## src/rtl/instr_fetch_unit_pkg.sv

```systemverilog
// Shared types and helpers for the multicycle instruction fetch front-end.
package instr_fetch_unit_pkg;

  typedef enum logic [0:0] {
    IDLE  = 1'b0,
    FETCH = 1'b1
  } fetch_state_t;

  // Memory beats per instruction; IWIDTH is expected to be a whole multiple of WIDTH.
  function automatic int unsigned beats_of(input int unsigned iwidth, input int unsigned width);
    return iwidth / width;
  endfunction

endpackage

```

## src/rtl/instr_fetch_unit_if.sv

```systemverilog
// Memory-port and instruction-consumer bus of the fetch unit.
interface instr_fetch_unit_if #(
  parameter int unsigned WIDTH  = 8,
  parameter int unsigned IWIDTH = 32,
  parameter int unsigned AWIDTH = 8
);
  logic              mem_req;
  logic [AWIDTH-1:0] mem_addr;
  logic [WIDTH-1:0]  mem_rdata;
  logic              mem_ack;
  logic              redirect;
  logic [AWIDTH-1:0] redirect_pc;
  logic              instr_valid;
  logic [IWIDTH-1:0] instr;
  logic [AWIDTH-1:0] instr_pc;
  logic              instr_ready;

  modport master (
    output mem_req, mem_addr, instr_valid, instr, instr_pc,
    input  mem_rdata, mem_ack, redirect, redirect_pc, instr_ready
  );

  modport slave (
    input  mem_req, mem_addr, instr_valid, instr, instr_pc,
    output mem_rdata, mem_ack, redirect, redirect_pc, instr_ready
  );
endinterface

```

## src/rtl/instr_fetch_unit_queue.sv

```systemverilog
// Circular prefetch FIFO with flush; head entry is presented from storage registers.
module instr_fetch_unit_queue #(
  parameter  int unsigned DATA_W = 40,
  parameter  int unsigned DEPTH  = 2,
  localparam int unsigned CW     = $clog2(DEPTH + 1)
) (
  input  logic              clk,
  input  logic              reset,
  input  logic              i_push,
  input  logic [DATA_W-1:0] i_data,
  input  logic              i_pop,
  input  logic              i_flush,
  output logic [DATA_W-1:0] o_data,
  output logic              o_valid,
  output logic [CW-1:0]     o_count
);
  localparam int unsigned PW = (DEPTH > 1) ? $clog2(DEPTH) : 1;

  logic [DATA_W-1:0] r_mem [DEPTH];
  logic [PW-1:0]     r_rptr;
  logic [PW-1:0]     r_wptr;
  logic [CW-1:0]     r_count;
  logic              r_valid;

  logic              w_pop;
  logic              w_push;
  logic [CW-1:0]     w_count_nxt;

  function automatic logic [PW-1:0] ptr_inc(input logic [PW-1:0] p);
    return (p == PW'(DEPTH - 1)) ? '0 : p + PW'(1);
  endfunction

  // A push into a full queue is only accepted when the head leaves the same cycle.
  assign w_pop       = i_pop & (r_count != '0);
  assign w_push      = i_push & ((r_count != CW'(DEPTH)) | w_pop);
  assign w_count_nxt = r_count + CW'(w_push) - CW'(w_pop);

  always_ff @(posedge clk or negedge reset) begin
    if (!reset) begin
      r_rptr  <= '0;
      r_wptr  <= '0;
      r_count <= '0;
      r_valid <= 1'b0;
      for (int i = 0; i < DEPTH; i++) r_mem[i] <= '0;
    end else if (i_flush) begin
      r_rptr  <= '0;
      r_wptr  <= '0;
      r_count <= '0;
      r_valid <= 1'b0;
    end else begin
      if (w_push) begin
        r_mem[r_wptr] <= i_data;
        r_wptr        <= ptr_inc(r_wptr);
      end
      if (w_pop) r_rptr <= ptr_inc(r_rptr);
      r_count <= w_count_nxt;
      r_valid <= (w_count_nxt != '0);
    end
  end

  assign o_data  = r_mem[r_rptr];
  assign o_valid = r_valid;
  assign o_count = r_count;

endmodule

```

## src/rtl/instr_fetch_unit.sv

```systemverilog
// Multicycle instruction fetch: assembles IWIDTH-bit words from WIDTH-bit beats into a prefetch queue.
module instr_fetch_unit
  import instr_fetch_unit_pkg::*;
#(
  parameter int unsigned       WIDTH    = 8,
  parameter int unsigned       IWIDTH   = 32,
  parameter int unsigned       AWIDTH   = 8,
  parameter int unsigned       DEPTH    = 2,
  parameter logic [AWIDTH-1:0] RESET_PC = '0
) (
  input logic                clk,
  input logic                reset,
  instr_fetch_unit_if.master bus
);
  localparam int unsigned BEATS  = beats_of(IWIDTH, WIDTH);
  localparam int unsigned BW     = (BEATS > 1) ? $clog2(BEATS) : 1;
  localparam int unsigned DATA_W = IWIDTH + AWIDTH;
  localparam int unsigned CW     = $clog2(DEPTH + 1);

  fetch_state_t      r_state;
  logic [AWIDTH-1:0] r_fpc;
  logic [BW-1:0]     r_beat;
  logic [IWIDTH-1:0] r_asm;
  logic              r_mem_req;
  logic [AWIDTH-1:0] r_mem_addr;

  fetch_state_t      w_nxt_state;
  logic [AWIDTH-1:0] w_nxt_fpc;
  logic [BW-1:0]     w_nxt_beat;
  logic [IWIDTH-1:0] w_asm;
  logic              w_ack;
  logic              w_last;
  logic              w_push;
  logic              w_pop;
  logic              w_space;
  logic [CW:0]       w_cnt_after;
  logic [DATA_W-1:0] w_q_data;
  logic              w_q_valid;
  logic [CW-1:0]     w_q_count;

  // A redirect discards any beat completing in the same cycle and any pop.
  assign w_ack       = r_mem_req & bus.mem_ack & ~bus.redirect;
  assign w_last      = w_ack & (r_beat == BW'(BEATS - 1));
  assign w_push      = w_last;
  assign w_pop       = w_q_valid & bus.instr_ready & ~bus.redirect;
  assign w_cnt_after = (CW+1)'(w_q_count) + (CW+1)'(w_push) - (CW+1)'(w_pop);
  assign w_space     = (w_cnt_after < (CW+1)'(DEPTH));

  always_comb begin
    w_asm = r_asm;
    if (w_ack) begin
      for (int k = 0; k < BEATS; k++) begin
        if (r_beat == BW'(k)) w_asm[k*WIDTH +: WIDTH] = bus.mem_rdata;
      end
    end
  end

  always_comb begin
    w_nxt_state = r_state;
    w_nxt_fpc   = r_fpc;
    w_nxt_beat  = r_beat;
    if (bus.redirect) begin
      w_nxt_state = FETCH;
      w_nxt_fpc   = bus.redirect_pc;
      w_nxt_beat  = '0;
    end else begin
      unique case (r_state)
        IDLE: begin
          if (w_space) w_nxt_state = FETCH;
        end
        FETCH: begin
          if (w_last) begin
            w_nxt_fpc   = r_fpc + AWIDTH'(BEATS);
            w_nxt_beat  = '0;
            w_nxt_state = w_space ? FETCH : IDLE;
          end else if (w_ack) begin
            w_nxt_beat = r_beat + BW'(1);
          end
        end
        default: w_nxt_state = IDLE;
      endcase
    end
  end

  // State plus registered memory-port outputs derived from the next state.
  always_ff @(posedge clk or negedge reset) begin
    if (!reset) begin
      r_state    <= IDLE;
      r_fpc      <= RESET_PC;
      r_beat     <= '0;
      r_asm      <= '0;
      r_mem_req  <= 1'b0;
      r_mem_addr <= RESET_PC;
    end else begin
      r_state    <= w_nxt_state;
      r_fpc      <= w_nxt_fpc;
      r_beat     <= w_nxt_beat;
      r_asm      <= bus.redirect ? '0 : w_asm;
      r_mem_req  <= (w_nxt_state == FETCH);
      r_mem_addr <= w_nxt_fpc + AWIDTH'(w_nxt_beat);
    end
  end

  instr_fetch_unit_queue #(
    .DATA_W (DATA_W),
    .DEPTH  (DEPTH)
  ) u_queue (
    .clk     (clk),
    .reset   (reset),
    .i_push  (w_push),
    .i_data  ({r_fpc, w_asm}),
    .i_pop   (w_pop),
    .i_flush (bus.redirect),
    .o_data  (w_q_data),
    .o_valid (w_q_valid),
    .o_count (w_q_count)
  );

  assign bus.mem_req     = r_mem_req;
  assign bus.mem_addr    = r_mem_addr;
  assign bus.instr_valid = w_q_valid;
  assign bus.instr       = w_q_data[IWIDTH-1:0];
  assign bus.instr_pc    = w_q_data[DATA_W-1 -: AWIDTH];

endmodule

```

## src/flat_wrapper.sv

```systemverilog
// flat-port wrapper written by rule: the top's interface ports become plain ports
module instr_fetch_unit_flat import instr_fetch_unit_pkg::*;
#(
  parameter int unsigned       WIDTH    = 8,
  parameter int unsigned       IWIDTH   = 32,
  parameter int unsigned       AWIDTH   = 8,
  parameter int unsigned       DEPTH    = 2,
  parameter logic [AWIDTH-1:0] RESET_PC = '0
)
  (clk, reset, bus_mem_req, bus_mem_addr, bus_instr_valid, bus_instr, bus_instr_pc, bus_mem_rdata, bus_mem_ack, bus_redirect, bus_redirect_pc, bus_instr_ready);
  instr_fetch_unit_if #(.WIDTH(WIDTH), .IWIDTH(IWIDTH), .AWIDTH(AWIDTH)) bus_i ();
  input logic clk;
  input logic reset;
  output wire logic [$bits(bus_i.mem_req)-1:0] bus_mem_req;
  output wire logic [$bits(bus_i.mem_addr)-1:0] bus_mem_addr;
  output wire logic [$bits(bus_i.instr_valid)-1:0] bus_instr_valid;
  output wire logic [$bits(bus_i.instr)-1:0] bus_instr;
  output wire logic [$bits(bus_i.instr_pc)-1:0] bus_instr_pc;
  input wire logic [$bits(bus_i.mem_rdata)-1:0] bus_mem_rdata;
  input wire logic [$bits(bus_i.mem_ack)-1:0] bus_mem_ack;
  input wire logic [$bits(bus_i.redirect)-1:0] bus_redirect;
  input wire logic [$bits(bus_i.redirect_pc)-1:0] bus_redirect_pc;
  input wire logic [$bits(bus_i.instr_ready)-1:0] bus_instr_ready;
  assign bus_mem_req = bus_i.mem_req;
  assign bus_mem_addr = bus_i.mem_addr;
  assign bus_instr_valid = bus_i.instr_valid;
  assign bus_instr = bus_i.instr;
  assign bus_instr_pc = bus_i.instr_pc;
  assign bus_i.mem_rdata = bus_mem_rdata;
  assign bus_i.mem_ack = bus_mem_ack;
  assign bus_i.redirect = bus_redirect;
  assign bus_i.redirect_pc = bus_redirect_pc;
  assign bus_i.instr_ready = bus_instr_ready;
  instr_fetch_unit #(.WIDTH(WIDTH), .IWIDTH(IWIDTH), .AWIDTH(AWIDTH), .DEPTH(DEPTH), .RESET_PC(RESET_PC)) u_core (.clk(clk), .reset(reset), .bus(bus_i));
endmodule
```

## config.mk

```make
export PLATFORM = sky130hd
export DESIGN_NAME = instr_fetch_unit_flat
export DESIGN_NICKNAME = d
export VERILOG_FILES = /design/src/rtl/instr_fetch_unit_pkg.sv /design/src/rtl/instr_fetch_unit_if.sv /design/src/rtl/instr_fetch_unit_queue.sv /design/src/rtl/instr_fetch_unit.sv /design/src/flat_wrapper.sv
export SDC_FILE = /design/constraint.sdc
export NUM_CORES = 1
export LEC_CHECK = 0
export BUFFER_PORTS_ARGS = -buffer_cell sky130_fd_sc_hd__buf_2
export CORE_ASPECT_RATIO = 0.75
export CORE_MARGIN = 2
export CORE_UTILIZATION = 40
export CTS_BUF_LIST = sky130_fd_sc_hd__clkbuf_2 sky130_fd_sc_hd__clkbuf_4 sky130_fd_sc_hd__clkbuf_8
export DETAILED_ROUTE_END_ITERATION = 10
export GPL_TIMING_DRIVEN = 0
export PLACE_DENSITY_LB_ADDON = 0.08
export SLEW_MARGIN = 30
export SYNTH_ARGS = -nofsm -noshare
export SYNTH_HDL_FRONTEND = slang
export SYNTH_SLANG_ARGS = --single-unit
export TNS_END_PERCENT = 50
```

## constraint.sdc

```tcl
create_clock -name clk -period 4.6 [get_ports clk]
set_clock_uncertainty 0.1 [all_clocks]
set_input_delay 0.46 -clock clk [delete_from_list [all_inputs] [get_ports clk]]
set_output_delay 0.46 -clock clk [all_outputs]
set_load 0.05 [all_outputs]
```

==> results of run 1 <==
[cells by family after synthesis]
family	after synthesis	synth area share [%]
AO/OA/AOI/OAI	74	6.603
XOR/XNOR	15	2.236
adder cells (fa/ha/maj)	12	2.812
buffers and inverters	36	2.854
flip-flops	136	57.93
multiplexers	93	17.49
AND/OR/NAND/NOR	136	10.07
[final timing paths]
check                                                       end  slack, ns  cells after the start                            startpoint
setup / recovery                                  bus_instr[30]       1.55                      4     u_core.u_queue.r_rptr$_DFFE_PN0P_
hold / removal                        u_core.r_fpc[4]$_DFF_PN0_       0.20                      3                    bus_redirect_pc[4]
setup reg to reg           u_core.u_queue.r_mem[66]$_DFFE_PN0P_       2.13                      8            u_core.r_beat[0]$_DFF_PN0_
hold reg to reg            u_core.u_queue.r_mem[10]$_DFFE_PN0P_       0.38                      2  u_core.u_queue.r_mem[10]$_DFFE_PN0P_
max in group asynchronous             u_core.r_asm[1]$_DFF_PN0_       3.23                      3                                 reset
min in group asynchronous      u_core.bus.mem_addr[7]$_DFF_PN0_       0.41                      2                                 reset
[power by group through the flow]
stage               Clock, mW  Sequential [mW]  Combinational (mW)
floorplan                   0             1.39               0.479
global placement            0             1.36               0.667
detailed placement          0             1.37               0.675
CTS                      1.11             1.34               0.679
global route             1.17             1.35               0.714
finish                   1.08             1.35               0.671
[cell usage after synthesis (3+ instances only)]
library cell | count | share of area (%)
buf_2 | 5 | 0.43
mux2_2 | 53 | 10
mux2i_1 | 34 | 5.8
ha_1 | 10 | 2.1
dfrtp_1 | 136 | 58
mux2_4 | 6 | 1.5
a21oi_1 | 37 | 3.2
inv_1 | 7 | 0.45
clkbuf_1 | 14 | 0.89
xnor2_1 | 9 | 1.3
or2_2 | 4 | 0.43
buf_1 | 6 | 0.38
nand4_1 | 5 | 0.53
nor2_1 | 70 | 4.5
nor2b_1 | 4 | 0.43
xor2_1 | 6 | 0.89
o21ai_0 | 35 | 3.0
buf_6 | 3 | 0.58
nand2_1 | 42 | 2.7
[worst reg2reg max path: stages, from the launching register on]
cell and delay (ns):
dfrtp_1 0.41, ha_1 0.16, buf_2 0.20, nand2_8 0.12, a31o_4 0.26, nor2_4 0.29
buf_2 0.34, buf_2 0.32, a21oi_1 0.12
[final cells by class]
cell class,instances,area share [%]
flip-flops and latches,136,48.89
multi-input cells,330,33.09
repair buffers,71,5.643
clock buffers,25,4.763
well taps,200,3.595
plain buffers,29,2.031
clock inverters,7,1.618
inverters,7,0.3774
[state kept, by name, indices dropped and copies added, names as in the netlist]
signal                  cells
u_core.r_beat               2
u_core.u_queue.o_valid      1
u_core.r_state              1
u_core.u_queue.r_mem       80
u_core.r_asm               32
u_core.r_fpc                8
u_core.u_queue.o_count      2
u_core.bus.mem_addr         8
u_core.u_queue.r_wptr       1
u_core.u_queue.r_rptr       1
[metal layers]
layer	part of all wire [%]	vias to the layer above	global-route usage (%)	routed length [µm]
li1	-	1873	-	-
met1	51	1989	28.66	7102
met2	43	77	26.46	5971
met3	4.6	13	5.534	641
met4	1.3	0	6.303	185
met5	0	-	0	0
==> results.toml, run 1 <==
[outcome]
status = "finished, final reports clean"

[clock_tree]
cts_max_level = 4
clk_pin_slew_worst_paths_ns = 0.07
cts_tree = "yes"
post_cts_resize_count = 0
clock_sinks = 136
cts_hold_buf = 1
cts_setup_buffers = 0
cts-buffers-inserted = 17
cts_max_path_buffers = 2
insertion_delay_ns = 0.45
cts-root-buf = "clkbuf_8"

[global_routing]
grt_pass1_wl_um = 21840
globalRouteOverflowTotal = 0
grt_max_degree = 86
grt_pass1_vias = 3889
grt_antenna_before_repair = 0
track_usage_pct = 19.11

[yosys]
ys.flop_type = "dfrtp_1"
synth_nets = 535
syn_avg_cell_area_um2 = 11.70
yosysSeqAreaShare_pct = 57.93
synthDistinctLibCells = 33
synth_cells = 502
synth-edff-count = 0
ys_ff_latch = 136
async_reset_ff_share_pct = 100.0
syn_area_mm2 = 0.005874
synth_warnings = 0

[worst_setup_path]
cp-end-kind = "output port"
path_cells = "clkbuf_1, clkbuf_1, mux2_2, buf_2"
criticalPathCategory = "reg -> out"
cp_max_fo = 10
slowest_delay_ns = 0.62
crit_required_ns = 4.04
cp-start-kind = "flop"
crit_slowest_cell = "clkbuf_1"
crit_top_cell = "clkbuf_1"
crit_arrival_ns = 2.49
worst-path-buf-inv = 3
crit_family = "buffers and inverters"

[timing]
worst_slack_ns = 1.545
post-route-min-period_ns = 3.055
fmax_ghz = 0.3274
rsz0062_at_grt = "false"
slew_headroom_pct = 50.97
fin_setup_tns_ns = 0
period_share_pct = 66.40
setup_violations = 0
tightest_slew_ns = 0.7354
hold_viol = 0
drv_slew = 0
hold_slack_ns = 0.1951

[drt]
routed_wl_um = 13900
drc_errors = 0
ant_nets = 0
detail_route.vias_per_cell = 4.909
dr.pass1.iters = 5
drt_iter0_markers = 259
wl_per_cell_um = 17.27
route.vias.total = 3952

[power_and_ir_drop]
comb_power_share_pct = 21.7
seqPwrFrac_pct = 43.5
powerDensity_mw_per_mm2 = 444.6
power.switching_uw = 977.7
worst_ir_drop_vdd_mv = 0.2614
p_total_mw = 3.095
internal-power_mw = 2.118
swShare_pct = 31.59
p_clk_share_pct = 34.9
p_leak_nw = 3.582

[cells_and_area]
design_area_mm2 = 0.006962
nNetsFinal = 625
fillers = 1358
multi_input_area_mm2 = 0.002303
layout.area.seq_mm2 = 0.003403
drive_gt1_share_pct = 29.26
layout_commonest_cell = "dfrtp_1"
final_cells = 805
layout_common_cells = "dfrtp_1 (136), buf_2 (73), nor2_1 (70)"
post-route-util_pct = 48.32
num_antenna_cells = 0
syn2layout_area_growth_pct = 18.51

[run]
maxCapViolCount = 0

[placement]
port_buffers = 69
placed_cell_area_mm2 = 0.006507
routabilityCongestion = 0.7142
dp.cells = 772
hpwl_um = 9438
pre_cts_slack_ns = 1.173

[floorplanning]
die_x_um = 143.9
dieHeight_um = 109.0
coreArea_mm2 = 0.01441
core.rowCount = 38
ios = 71
start_util_pct = 40.78
dieArea_mm2 = 0.01568

[worst_hold_path]
hold_path.class = "in -> reg"
Note: power is estimated with default switching activity, not from simulation.
==> inputs of run 2 (changes only) <==
clock period = 2.48 ns   (was 4.6 ns; I/O delays follow)
==> results.toml, run 2 (same netlist as run 1, synthesis figures left out) <==
[worst_setup_path]
crit_end = "u_core.u_queue.o_valid$_DFF_PN0_"
crit_required_ns = 2.71
rrSetupSlack_ns = 0.13
crit_arrival_ns = 2.58
cp-start-kind = "flop"
cp-end-kind = "flop"
cp_max_fo = 10
r2r_end = "u_core.u_queue.o_valid$_DFF_PN0_"
criticalPathCategory = "reg -> reg"
timing.rr.start = "u_core.r_beat[0]$_DFF_PN0_"
reg2reg_depth = 9
startpoint = "u_core.r_beat[0]$_DFF_PN0_"

[power_and_ir_drop]
p_total_mw = 5.868
p_leak_nw = 3.652
worst_ir_drop_vdd_mv = 0.3981
powerDensity_mw_per_mm2 = 827.8

[timing]
setup_violations = 0
tightest_slew_ns = 0.5752
rsz0062_at_grt = "false"
post-route-min-period_ns = 2.351
period_share_pct = 94.79
slew_headroom_pct = 61.65
fmax_ghz = 0.4254
hold_slack_ns = 0.02979
hold_viol = 0
drv_slew = 0
fin_setup_tns_ns = 0

[drt]
dr.pass1.iters = 4
routed_wl_um = 13640
detail_route.vias_per_cell = 4.873
drt_iter0_markers = 173
route.vias.total = 3962
ant_nets = 0
drc_errors = 0
wl_per_cell_um = 16.77

[cells_and_area]
num_antenna_cells = 0
largest_reg_flops = 80
layout_commonest_cell = "dfrtp_1"
nNetsFinal = 633
reg.largest.list = "u_core.u_queue.r_mem x80, u_core.r_asm x32"
drive_gt1_share_pct = 31.48
syn2layout_area_growth_pct = 20.66
design_area_mm2 = 0.007088
top_register = "u_core.u_queue.r_mem"
layout_common_cells = "dfrtp_1 (134), buf_2 (73), nor2_1 (69)"

[placement]
routabilityCongestion = 0.7175
port_buffers = 69
placed_cell_area_mm2 = 0.006509
hpwl_um = 9342

[floorplanning]
dieArea_mm2 = 0.01568
coreArea_mm2 = 0.01441
dieHeight_um = 109.0
core.rowCount = 38
start_util_pct = 40.78
die_x_um = 143.9
ios = 71

[global_routing]
grt_pass1_vias = 3908
track_usage_pct = 18.68
grt_max_degree = 82
globalRouteOverflowTotal = 0
grt_antenna_before_repair = 0
grt_pass1_wl_um = 21470

[clock_tree]
cts_tree = "yes"
insertion_delay_ns = 0.44
clock_sinks = 136
cts_max_level = 4
cts-buffers-inserted = 17
cts_max_path_buffers = 2
clk_pin_slew_worst_paths_ns = 0.08
cts-root-buf = "clkbuf_8"

[run]
maxCapViolCount = 0

[outcome]
status = "finished, final reports clean"

[worst_hold_path]
hold_path.class = "in -> reg"
run 2: cell count changes in the layout (fill, tap and decap cells not counted), moves of 2 or more:
cell           delta
buf_1             -3
dfrtp_2           +2
clkbuf_4          +2
clkbuf_1          -6
clkbuf_8          -4
bufinv_16         +2
buf_4             +5
dlygate4sd3_1     +5
clkinv_4          +2
dfrtp_1           -2
clkbuf_2          +4
run 2: what timing repair did:
action,4_1_cts,5_1_grt
endpoints found under the hold margin,60,0
endpoints found under the setup margin,45,58
resized for setup,6,14
pin swaps,0,1
hold buffers,6,0
setup buffers,0,4
run 2: worst max-delay path, cell delays in order, from the launching register on:
cell and delay [ns]:
dfrtp_1 0.43, ha_1 0.17, clkbuf_4 0.19, nand2_8 0.11
a31o_4 0.25, ha_1 0.27, inv_1 0.04, ha_1 0.25
nor2b_1 0.13, or2_2 0.30
run 2: final cells by class:
cell class,count,area [µm²]
buffer,28,157.7
clock buffer,20,269.0
clock inverter,12,197.7
fill,1320,7318
inverter,7,26.28
multi-input combinational,330,2308
sequential,136,3406
tap,200,250.2
timing repair buffer,80,473.0
run 2: worst min-delay path by stage:
stage               slack [ns]  cells past startpoint                                   to                                start
floorplan                -0.15                      0     u_core.bus.mem_addr[0]$_DFF_PN0_                                reset
global placement          0.36                      2  u_core.u_queue.r_mem[9]$_DFFE_PN0P_  u_core.u_queue.r_mem[9]$_DFFE_PN0P_
detailed placement         0.1                      1            u_core.r_fpc[1]$_DFF_PN0_                                reset
CTS                      0.002                      3            u_core.r_fpc[6]$_DFF_PN0_                   bus_redirect_pc[6]
global route             0.003                      2            u_core.r_fpc[5]$_DFF_PN0_                         bus_redirect
finish                    0.03                      3            u_core.r_fpc[6]$_DFF_PN0_                   bus_redirect_pc[6]
run 2: metrics by stage:
| step | setup WS, ns | cells | util (%) |
|---|---|---|---|
| 3_5_place_dp | -0.7704 | 772 | 45.18 |
| 2_1_floorplan | -0.07806 | 502 | - |
| 6_report | 0.1291 | 813 | 49.20 |
| 5_1_grt | 0.007128 | 813 | 49.20 |
| 4_1_cts | 0.002298 | 809 | 48.86 |
| 3_3_place_gp | -1.038 | 771 | 44.92 |
run 2: routing by layer:
metal | share of wire, % | track usage [%]
met2 | 43 | 25.92
met1 | 50 | 28.24
met5 | 0 | 0
met3 | 5.8 | 5.358
met4 | 1.0 | 5.602
run 2: power breakdown:
part	switching (mW)	internal, mW	total [mW]
Sequential	0.0940	2.40	2.49
Clock	0.863	1.26	2.12
Combinational	0.891	0.360	1.25
==> inputs of run 3 (changes only) <==
CORE_UTILIZATION = 54   (was 40)
REMOVE_ABC_BUFFERS = 1   (was unset)
==> results.toml, run 3 (same netlist as run 1, synthesis figures left out) <==
[outcome]
status = "finished, final reports clean"

[worst_setup_path]
criticalPathCategory = "reg -> reg"
crit_required_ns = 2.69
crit_arrival_ns = 2.58
rrSetupSlack_ns = 0.10
timing.rr.start = "u_core.r_state$_DFF_PN0_"
cp-end-kind = "flop"
reg2reg_depth = 8
r2r_end = "u_core.u_queue.o_valid$_DFF_PN0_"
crit_end = "u_core.u_queue.o_valid$_DFF_PN0_"
slowest_delay_ns = 0.46
cp_max_fo = 10
crit_top_cell = "ha_1"
crit_slowest_cell = "dfrtp_1"
startpoint = "u_core.r_state$_DFF_PN0_"
cp-start-kind = "flop"
path_cells = "and3b_2, nand2_8, a31o_4, ha_1, inv_1, ha_1, nor2b_1, or2_2"

[cells_and_area]
final_cells = 723
fillers = 797
design_area_mm2 = 0.006953
drive_gt1_share_pct = 30.66
syn2layout_area_growth_pct = 18.36
layout_common_cells = "dfrtp_1 (135), nor2_1 (70), buf_2 (68)"
layout_commonest_cell = "dfrtp_1"
top_register = "u_core.u_queue.r_mem"
reg.largest.list = "u_core.u_queue.r_mem x80, u_core.r_asm x32"
largest_reg_flops = 80
post-route-util_pct = 66.54
nNetsFinal = 607
num_antenna_cells = 0

[global_routing]
grt_antenna_before_repair = 0
grt_pass1_wl_um = 20120
globalRouteOverflowTotal = 0
track_usage_pct = 21.92
grt_pass1_vias = 3909
grt_max_degree = 91

[drt]
drc_errors = 0
routed_wl_um = 11850
dr.pass1.iters = 4
drt_iter0_markers = 227
wl_per_cell_um = 16.39
route.vias.total = 3798
ant_nets = 0
detail_route.vias_per_cell = 5.253

[timing]
setup_violations = 0
hold_slack_ns = 0.03185
slew_headroom_pct = 56.55
drv_slew = 0
tightest_slew_ns = 0.6517
post-route-min-period_ns = 2.376
hold_viol = 0
period_share_pct = 95.81
rsz0062_at_grt = "true"
fmax_ghz = 0.4209

[power_and_ir_drop]
power.switching_mw = 1.822
powerDensity_mw_per_mm2 = 850.2
p_leak_nw = 3.591
swShare_pct = 30.81
p_clk_share_pct = 36.8
comb_power_share_pct = 20.9
worst_ir_drop_vdd_mv = 0.5200
seqPwrFrac_pct = 42.2
internal-power_mw = 4.090

[clock_tree]
clock_sinks = 136
clk_pin_slew_worst_paths_ns = 0.08
cts_max_path_buffers = 2
insertion_delay_ns = 0.43
cts_max_level = 4
cts-root-buf = "clkbuf_8"
cts_tree = "yes"
cts-buffers-inserted = 17

[floorplanning]
ios = 71
coreArea_mm2 = 0.01045
dieArea_mm2 = 0.01174
dieHeight_um = 94.33
start_util_pct = 56.21
die_x_um = 124.4
core.rowCount = 32

[placement]
port_buffers = 70
placed_cell_area_mm2 = 0.006400
routabilityCongestion = 0.7736
dp.cells = 684
hpwl_um = 7251

[run]
maxCapViolCount = 0

[worst_hold_path]
whs_path_depth = 2
hold_path.class = "in -> reg"
hp-start = "bus_redirect_pc[2]"
run 3: changes by cell type in the layout (fill, tap and decap cells not counted), moves of 2 or more:
cell	delta
clkbuf_4	-3
buf_4	-3
buf_2	-5
buf_16	+3
clkbuf_1	-8
buf_1	-3
buf_6	-3
clkinv_4	-2
dfrtp_2	-2
clkbuf_2	-4
run 3: worst min-delay path by stage:
| stage | endpoint | slack, ns |
|---|---|---|
| after floorplan | u_core.bus.mem_addr[0]$_DFF_PN0_ | -0.15 |
| after global placement | u_core.u_queue.r_mem[21]$_DFFE_PN0P_ | 0.36 |
| after detailed placement | u_core.r_fpc[1]$_DFF_PN0_ | 0.07 |
| after CTS | u_core.r_fpc[2]$_DFF_PN0_ | 0.01 |
| after global routing | u_core.r_fpc[2]$_DFF_PN0_ | 0.03 |
| final | u_core.r_fpc[2]$_DFF_PN0_ | 0.03 |
run 3: power groups by stage:
stage          Clock, mW  Combinational, mW  Sequential, mW
2_1_floorplan          0              0.875            2.58
3_3_place_gp           0               1.21            2.52
3_5_place_dp           0               1.24            2.54
4_1_cts             2.21               1.25            2.50
5_1_grt             2.31               1.33            2.52
6_report            2.18               1.24            2.50
run 3: cell type report:
cell class / instances / area [µm²] / area share, %
flip-flops and latches: 136 / 3407 / 49.00
multi-input cells: 330 / 2312 / 33.26
repair buffers: 82 / 558.0 / 8.026
clock buffers: 19 / 255.2 / 3.671
clock inverters: 13 / 224.0 / 3.221
well taps: 136 / 170.2 / 2.447
inverters: 7 / 26.28 / 0.3779
run 3: what timing repair did:
| item | CTS | global route |
|---|---|---|
| setup buffers | 0 | 2 |
| hold endpoints to repair | 50 | 0 |
| resized for setup | 2 | 2 |
| hold buffers | 5 | 0 |
| setup endpoints to repair | 2 | 14 |
run 3: per-layer routing:
layer / wire (µm) / vias to the layer above / track usage (%)
met1: 5769 / 1880 / 30.83
met5: 0 / - / 0
met2: 5527 / 63 / 34.24
met3: 395 / 13 / 4.727
met4: 155 / 0 / 7.772
li1: - / 1842 / -
run 3: through the flow:
step	power [mW]	setup TNS [ns]	worst slack (ns)
finish	5.912	0	0.1039
global placement	3.736	-211.09	-1.800
floorplan	3.457	-24.10	-0.5553
CTS	5.960	0	0.02838
global route	6.162	-0.07811	-0.04103
detailed placement	3.776	-17.16	-0.5341
run 3: worst max-delay path: cells and delay by family, from the launching register on:
kind            cells  cell delay, ns
simple gates        4            0.87
buf+inv             1            0.04
fa+ha+maj           2            0.52
flops               1            0.46
compound gates      1            0.26
